**config.mk**
```make
export PLATFORM = sky130hd
export DESIGN_NAME = sdram_wb_arbiter
export DESIGN_NICKNAME = d
export VERILOG_FILES = /design/src/rtl/sdram_wb_arbiter.sv
export SDC_FILE = /design/constraint.sdc
export NUM_CORES = 1
export LEC_CHECK = 0
export CAP_MARGIN = 30
export CORE_AREA = 3 3 122 124
export DETAILED_ROUTE_END_ITERATION = 12
export DIE_AREA = 0 0 125 127
export GPL_ROUTABILITY_DRIVEN = 0
export PLACE_DENSITY = 0.71
export REMOVE_ABC_BUFFERS = 1
export SLEW_MARGIN = 20
export SYNTH_ARGS = -nofsm -noshare
export SYNTH_HDL_FRONTEND = slang
export SYNTH_SLANG_ARGS = --single-unit
```
**constraint.sdc**
```tcl
create_clock -name CLKOUT -period 3.4 [get_ports CLKOUT]
set_clock_uncertainty 0.15 [all_clocks]
set_input_delay 0.51 -clock CLKOUT [delete_from_list [all_inputs] [get_ports CLKOUT]]
set_output_delay 0.51 -clock CLKOUT [all_outputs]
set_load 0.01 [all_outputs]
```
**src/rtl/sdram_wb_arbiter.sv**
```systemverilog
// Two-master round-robin Wishbone arbiter in front of the SDRAM controller slave port.
// The grant is held for a whole cyc; a watchdog aborts cycles the slave never acks.
module sdram_wb_arbiter #(
  parameter int AW      = 32,
  parameter int DW      = 32,
  parameter int TIMEOUT = 64
) (
  input  logic              CLKOUT,
  input  logic              rst_n,
  input  logic              m0_cyc_i,
  input  logic              m0_stb_i,
  input  logic              m0_we_i,
  input  logic [DW/8-1:0]   m0_sel_i,
  input  logic [AW-1:0]     m0_addr_i,
  input  logic [DW-1:0]     m0_data_i,
  output logic [DW-1:0]     m0_data_o,
  output logic              m0_ack_o,
  output logic              m0_stall_o,
  output logic              m0_err_o,
  input  logic              m1_cyc_i,
  input  logic              m1_stb_i,
  input  logic              m1_we_i,
  input  logic [DW/8-1:0]   m1_sel_i,
  input  logic [AW-1:0]     m1_addr_i,
  input  logic [DW-1:0]     m1_data_i,
  output logic [DW-1:0]     m1_data_o,
  output logic              m1_ack_o,
  output logic              m1_stall_o,
  output logic              m1_err_o,
  output logic              s_cyc_o,
  output logic              s_stb_o,
  output logic              s_we_o,
  output logic [DW/8-1:0]   s_sel_o,
  output logic [AW-1:0]     s_addr_o,
  output logic [DW-1:0]     s_data_o,
  input  logic [DW-1:0]     s_data_i,
  input  logic              s_ack_i,
  input  logic              s_stall_i,
  output logic [1:0]        grant
);

  localparam int TW = $clog2(TIMEOUT);
  localparam logic [TW-1:0] TLAST = TW'(TIMEOUT - 1);

  typedef enum logic [1:0] {IDLE, GNT0, GNT1, ABORT} state_t;

  state_t        state, state_nxt;
  logic          last, last_nxt;
  logic          owner, owner_nxt;
  logic [TW-1:0] timer, timer_nxt;
  logic          err0_nxt, err1_nxt;
  logic          own_cyc;

  // owner stays valid through ABORT so the abort knows whom to release
  assign own_cyc = owner ? m1_cyc_i : m0_cyc_i;

  always_ff @(posedge CLKOUT or negedge rst_n) begin
    if (!rst_n) begin
      state    <= IDLE;
      last     <= 1'b1;
      owner    <= 1'b0;
      timer    <= '0;
      m0_err_o <= 1'b0;
      m1_err_o <= 1'b0;
    end else begin
      state    <= state_nxt;
      last     <= last_nxt;
      owner    <= owner_nxt;
      timer    <= timer_nxt;
      m0_err_o <= err0_nxt;
      m1_err_o <= err1_nxt;
    end
  end

  always_comb begin
    state_nxt = state;
    last_nxt  = last;
    owner_nxt = owner;
    timer_nxt = timer;
    err0_nxt  = 1'b0;
    err1_nxt  = 1'b0;
    case (state)
      IDLE: begin
        timer_nxt = '0;
        // on a tie, last==1 means m1 was served last, so m0 wins
        if (m0_cyc_i && (!m1_cyc_i || last)) begin
          state_nxt = GNT0;
          owner_nxt = 1'b0;
        end else if (m1_cyc_i) begin
          state_nxt = GNT1;
          owner_nxt = 1'b1;
        end
      end
      GNT0, GNT1: begin
        if (!own_cyc) begin
          state_nxt = IDLE;
          last_nxt  = owner;
        end else if (s_ack_i) begin
          timer_nxt = '0;
        end else if (timer == TLAST) begin
          state_nxt = ABORT;
          err0_nxt  = ~owner;
          err1_nxt  = owner;
        end else begin
          timer_nxt = timer + 1'b1;
        end
      end
      ABORT: begin
        if (!own_cyc) begin
          state_nxt = IDLE;
          last_nxt  = owner;
        end
      end
      default: state_nxt = IDLE;
    endcase
  end

  always_comb begin
    s_cyc_o    = 1'b0;
    s_stb_o    = 1'b0;
    s_we_o     = 1'b0;
    s_sel_o    = '0;
    s_addr_o   = '0;
    s_data_o   = '0;
    m0_data_o  = '0;
    m0_ack_o   = 1'b0;
    m0_stall_o = 1'b1;
    m1_data_o  = '0;
    m1_ack_o   = 1'b0;
    m1_stall_o = 1'b1;
    grant      = 2'b00;
    case (state)
      GNT0: begin
        grant      = 2'b01;
        s_cyc_o    = 1'b1;
        s_stb_o    = m0_stb_i;
        s_we_o     = m0_we_i;
        s_sel_o    = m0_sel_i;
        s_addr_o   = m0_addr_i;
        s_data_o   = m0_data_i;
        m0_data_o  = s_data_i;
        m0_ack_o   = s_ack_i;
        m0_stall_o = s_stall_i;
      end
      GNT1: begin
        grant      = 2'b10;
        s_cyc_o    = 1'b1;
        s_stb_o    = m1_stb_i;
        s_we_o     = m1_we_i;
        s_sel_o    = m1_sel_i;
        s_addr_o   = m1_addr_i;
        s_data_o   = m1_data_i;
        m1_data_o  = s_data_i;
        m1_ack_o   = s_ack_i;
        m1_stall_o = s_stall_i;
      end
      default: ;
    endcase
  end

endmodule

```
==> results by group <==
Timing
  – Tmin final: 3230 ps
  – Slew headroom: 63.0%
  – Period Utilization, post-route: 94.9%
  – Final TNS setup: 0 ps
  – Setup Viol. Count Final: 0
  – Worst slew pin tran: 554 ps
  – Fmax: 310 MHz
  – Unrepaired setup endpoints after global routing: false
  – Endpoints failing hold: 0
  – Slew Viols, Final: 0

Power
  – Power density cells: 677 mW/mm2
  – Peak supply drop: 0.374 mV
  – Pleak: 2.08 nW

Cells and area
  – Commonest non-fill, non-tap cell in the layout: clkdlybuf4s50_1
  – ANT cells: 0
  – Layout cell share with drive strength beyond 1: 3.69%
  – Final instance area: 0.00582 mm2
  – Commonest cells after routing, fill and taps aside: 320 x clkdlybuf4s50_1, 71 x a22oi_1, 71 x nor2b_1, 66 x and2_1
  – Area growth syn-to-layout: 151%
  – Fillers: 1337
  – Post-layout util: 41.9%
  – NumNets Final: 810

Placed design
  – Placed instance area: 0.00572 mm2
  – HPWL after DPL: 11.9 mm
  – Port Buffer Count: 320

GRT
  – First-pass GRT wire length: 21.1 mm
  – Vias in the first global route: 3590
  – Largest net degree at the start of global routing: 49
  – Antenna violations before repair: 0
  – Total grt overflow: 0
  – Overall Global Routing Usage: 16.3%

Yosys
  – Number of enable flip-flop cells after synthesis: 0
  – Most used DFF post-synth: dfrtp_1
  – Top post-synthesis cells by area: a22oi_1 23%, nor2b_1 19%, and2_1 18%, dfrtp_1 12%, ha_1 4.3%
  – Synth Instances: 325
  – Complex-gate fraction of the synthesized area: 28.1%
  – Area leader, netlist: a22oi_1
  – Count of cell types in the netlist: 38
  – Xor/xnor share of the synthesized area: 0%
  – Post-synthesis simple-gate area fraction: 45.6%
  – Yosys warnings: 0
  – Syn Area/Cell: 7.15 um2
  – Sequential area share after synthesis: 13.0%
  – Post-synthesis mux area share: 1.56%
  – Post-synthesis adder-cell area fraction: 4.31%
  – Mapped Area: 0.00232 mm2
  – Synthesized flop and latch total: 12
  – Post-synth ARST share: 100%
  – Largest family of logic cells by synthesized area: simple AND/OR/NAND/NOR gates
  – Synth top area share: 22.9%

Clocking
  – Num CTS Buffers: 3
  – CTS Buffer Depth: 2
  – CTS resizes: 0
  – Setup Buffers After CTS: 0
  – Root Driver: clkbuf_16
  – Worst-path clk slew: 40 ps
  – Clk sinks: 12
  – Clock Latency Late Sink: 240 ps
  – # hold bufs at CTS: 0
  – CTS tree: yes
  – H-tree levels: 1

Floorplan
  – Area of the core: 0.0139 mm2
  – Rows: 43
  – Die X: 125 um
  – Ports: 321
  – Die H: 127 um
  – Starting Density: 16.7%
  – Die footprint: 0.0159 mm2

Route
  – DR iter-0 viols: 268
  – Final ANT Viol Nets: 0
  – DR pass1 iterations: 4
  – DR vias/cell: 4.54
  – Via count: 3642
  – DRC Markers: 0
  – Final wirelength: 14.3 mm
  – Wire per inst: 17.8 um

Flow run
  – Number of max-cap violations: 0

Run status
  – Status: complete, no violations

Critical path
  – Critical path data required time: 2740 ps
  – CP max stage cell: clkdlybuf4s50_1
  – CP arrival: 2570 ps
  – Crit-path cells: inv_1, ha_4, buf_4, a22oi_1, nor2b_1, clkdlybuf4s50_1
  – Buf+Inv Stages, Crit Path: 3
  – Largest delay share family, worst path: buffers and inverters
  – Crit path kind: flop to output port
  – CP startpoint kind: flop
  – Max Fanout on Critical Path: 34
  – Critical path capture point type: output port
  – Crit path largest cell delay: 590 ps

Worst hold path
  – Min-delay worst type: flop to flop
==> per-layer routing <==
| metal | wire, um | part of all wire, % | track usage, % | vias up |
|---|---|---|---|---|
| met2 | 7710 | 54 | 31.4 | 192 |
| met5 | 0 | 0 | 0 | - |
| li1 | - | - | - | 1735 |
| met3 | 1060 | 7.4 | 2.76 | 8 |
| met1 | 5460 | 38 | 19.5 | 1707 |
| met4 | 91 | 0.64 | 1.66 | 0 |
==> worst reg2reg max path, stage by stage, from the launching register on <==
cell and delay (ps):
dfrtp_1 450, inv_1 180, ha_4 500, buf_12 240, or2b_2 370, or4_1 470, nand3_1 70
==> power breakdown <==
group | total (mW) | leakage, nW | switching (mW) | internal, mW
sequential | 0.220 | 0.158 | 0.0410 | 0.179
combinational | 3.48 | 1.88 | 1.56 | 1.92
clock | 0.240 | 0.0442 | 0.0622 | 0.178
==> layout make-up <==
type / instances / area, um2 / area share, %
Clock buffer: 4 / 88.8 / 1.53
Tap cell: 180 / 225 / 3.87
Sequential cell: 12 / 302 / 5.18
Timing Repair Buffer: 328 / 3300 / 56.7
Multi-Input combinational cell: 274 / 1890 / 32.4
Inverter: 5 / 18.8 / 0.322
==> Yosys cell counts (all sizes together) (5+ instances only) <==
| master | count |
|---|---|
| buf | 6 |
| and2 | 67 |
| clkbuf | 27 |
| o21ai | 7 |
| nand3 | 9 |
| a22oi | 71 |
| dfrtp | 11 |
| ha | 8 |
| nor2b | 71 |
| nand2 | 11 |
| inv | 5 |
==> logic make-up (layout without fill, tap and decap cells) <==
kind of cell	count (synthesis)	count (layout)
fa+ha+maj	8	8
compound gates	88	88
flops	12	12
mux	3	3
buf+inv	39	337
simple gates	175	175
==> through the flow <==
step                power (mW)  hold slack (ps)  worst slack (ps)  instances
finish                    3.94              352               172        803
CTS                       3.95              351               146        803
global placement          3.64              327               498        799
detailed placement        3.70              345               396        799
global route              4.21              390              32.0        803
floorplan                 1.81             64.4              60.1        291
==> worst paths after layout <==
check | cells past startpoint | start | slack [ps] | to
min in group asynchronous | 1 | rst_n | 480 | timer[2]$_DFFE_PN0P_
worst max register to register | 6 | state[0]$_DFFE_PN0P_ | 900 | timer[3]$_DFFE_PN0P_
max in group asynchronous | 1 | rst_n | 2240 | last$_DFFE_PN1P_
worst min-delay path | 2 | last$_DFFE_PN1P_ | 350 | last$_DFFE_PN1P_
worst min register to register | 2 | last$_DFFE_PN1P_ | 350 | last$_DFFE_PN1P_
worst max-delay path | 6 | state[0]$_DFFE_PN0P_ | 170 | s_data_o[14]
==> state kept, by name, summed over array words and instances, names as in the netlist <==
register and count:
timer 6, last 1, state 2, owner 1, m1_err_o 1, m0_err_o 1
Power figures use the tool's default switching activity.
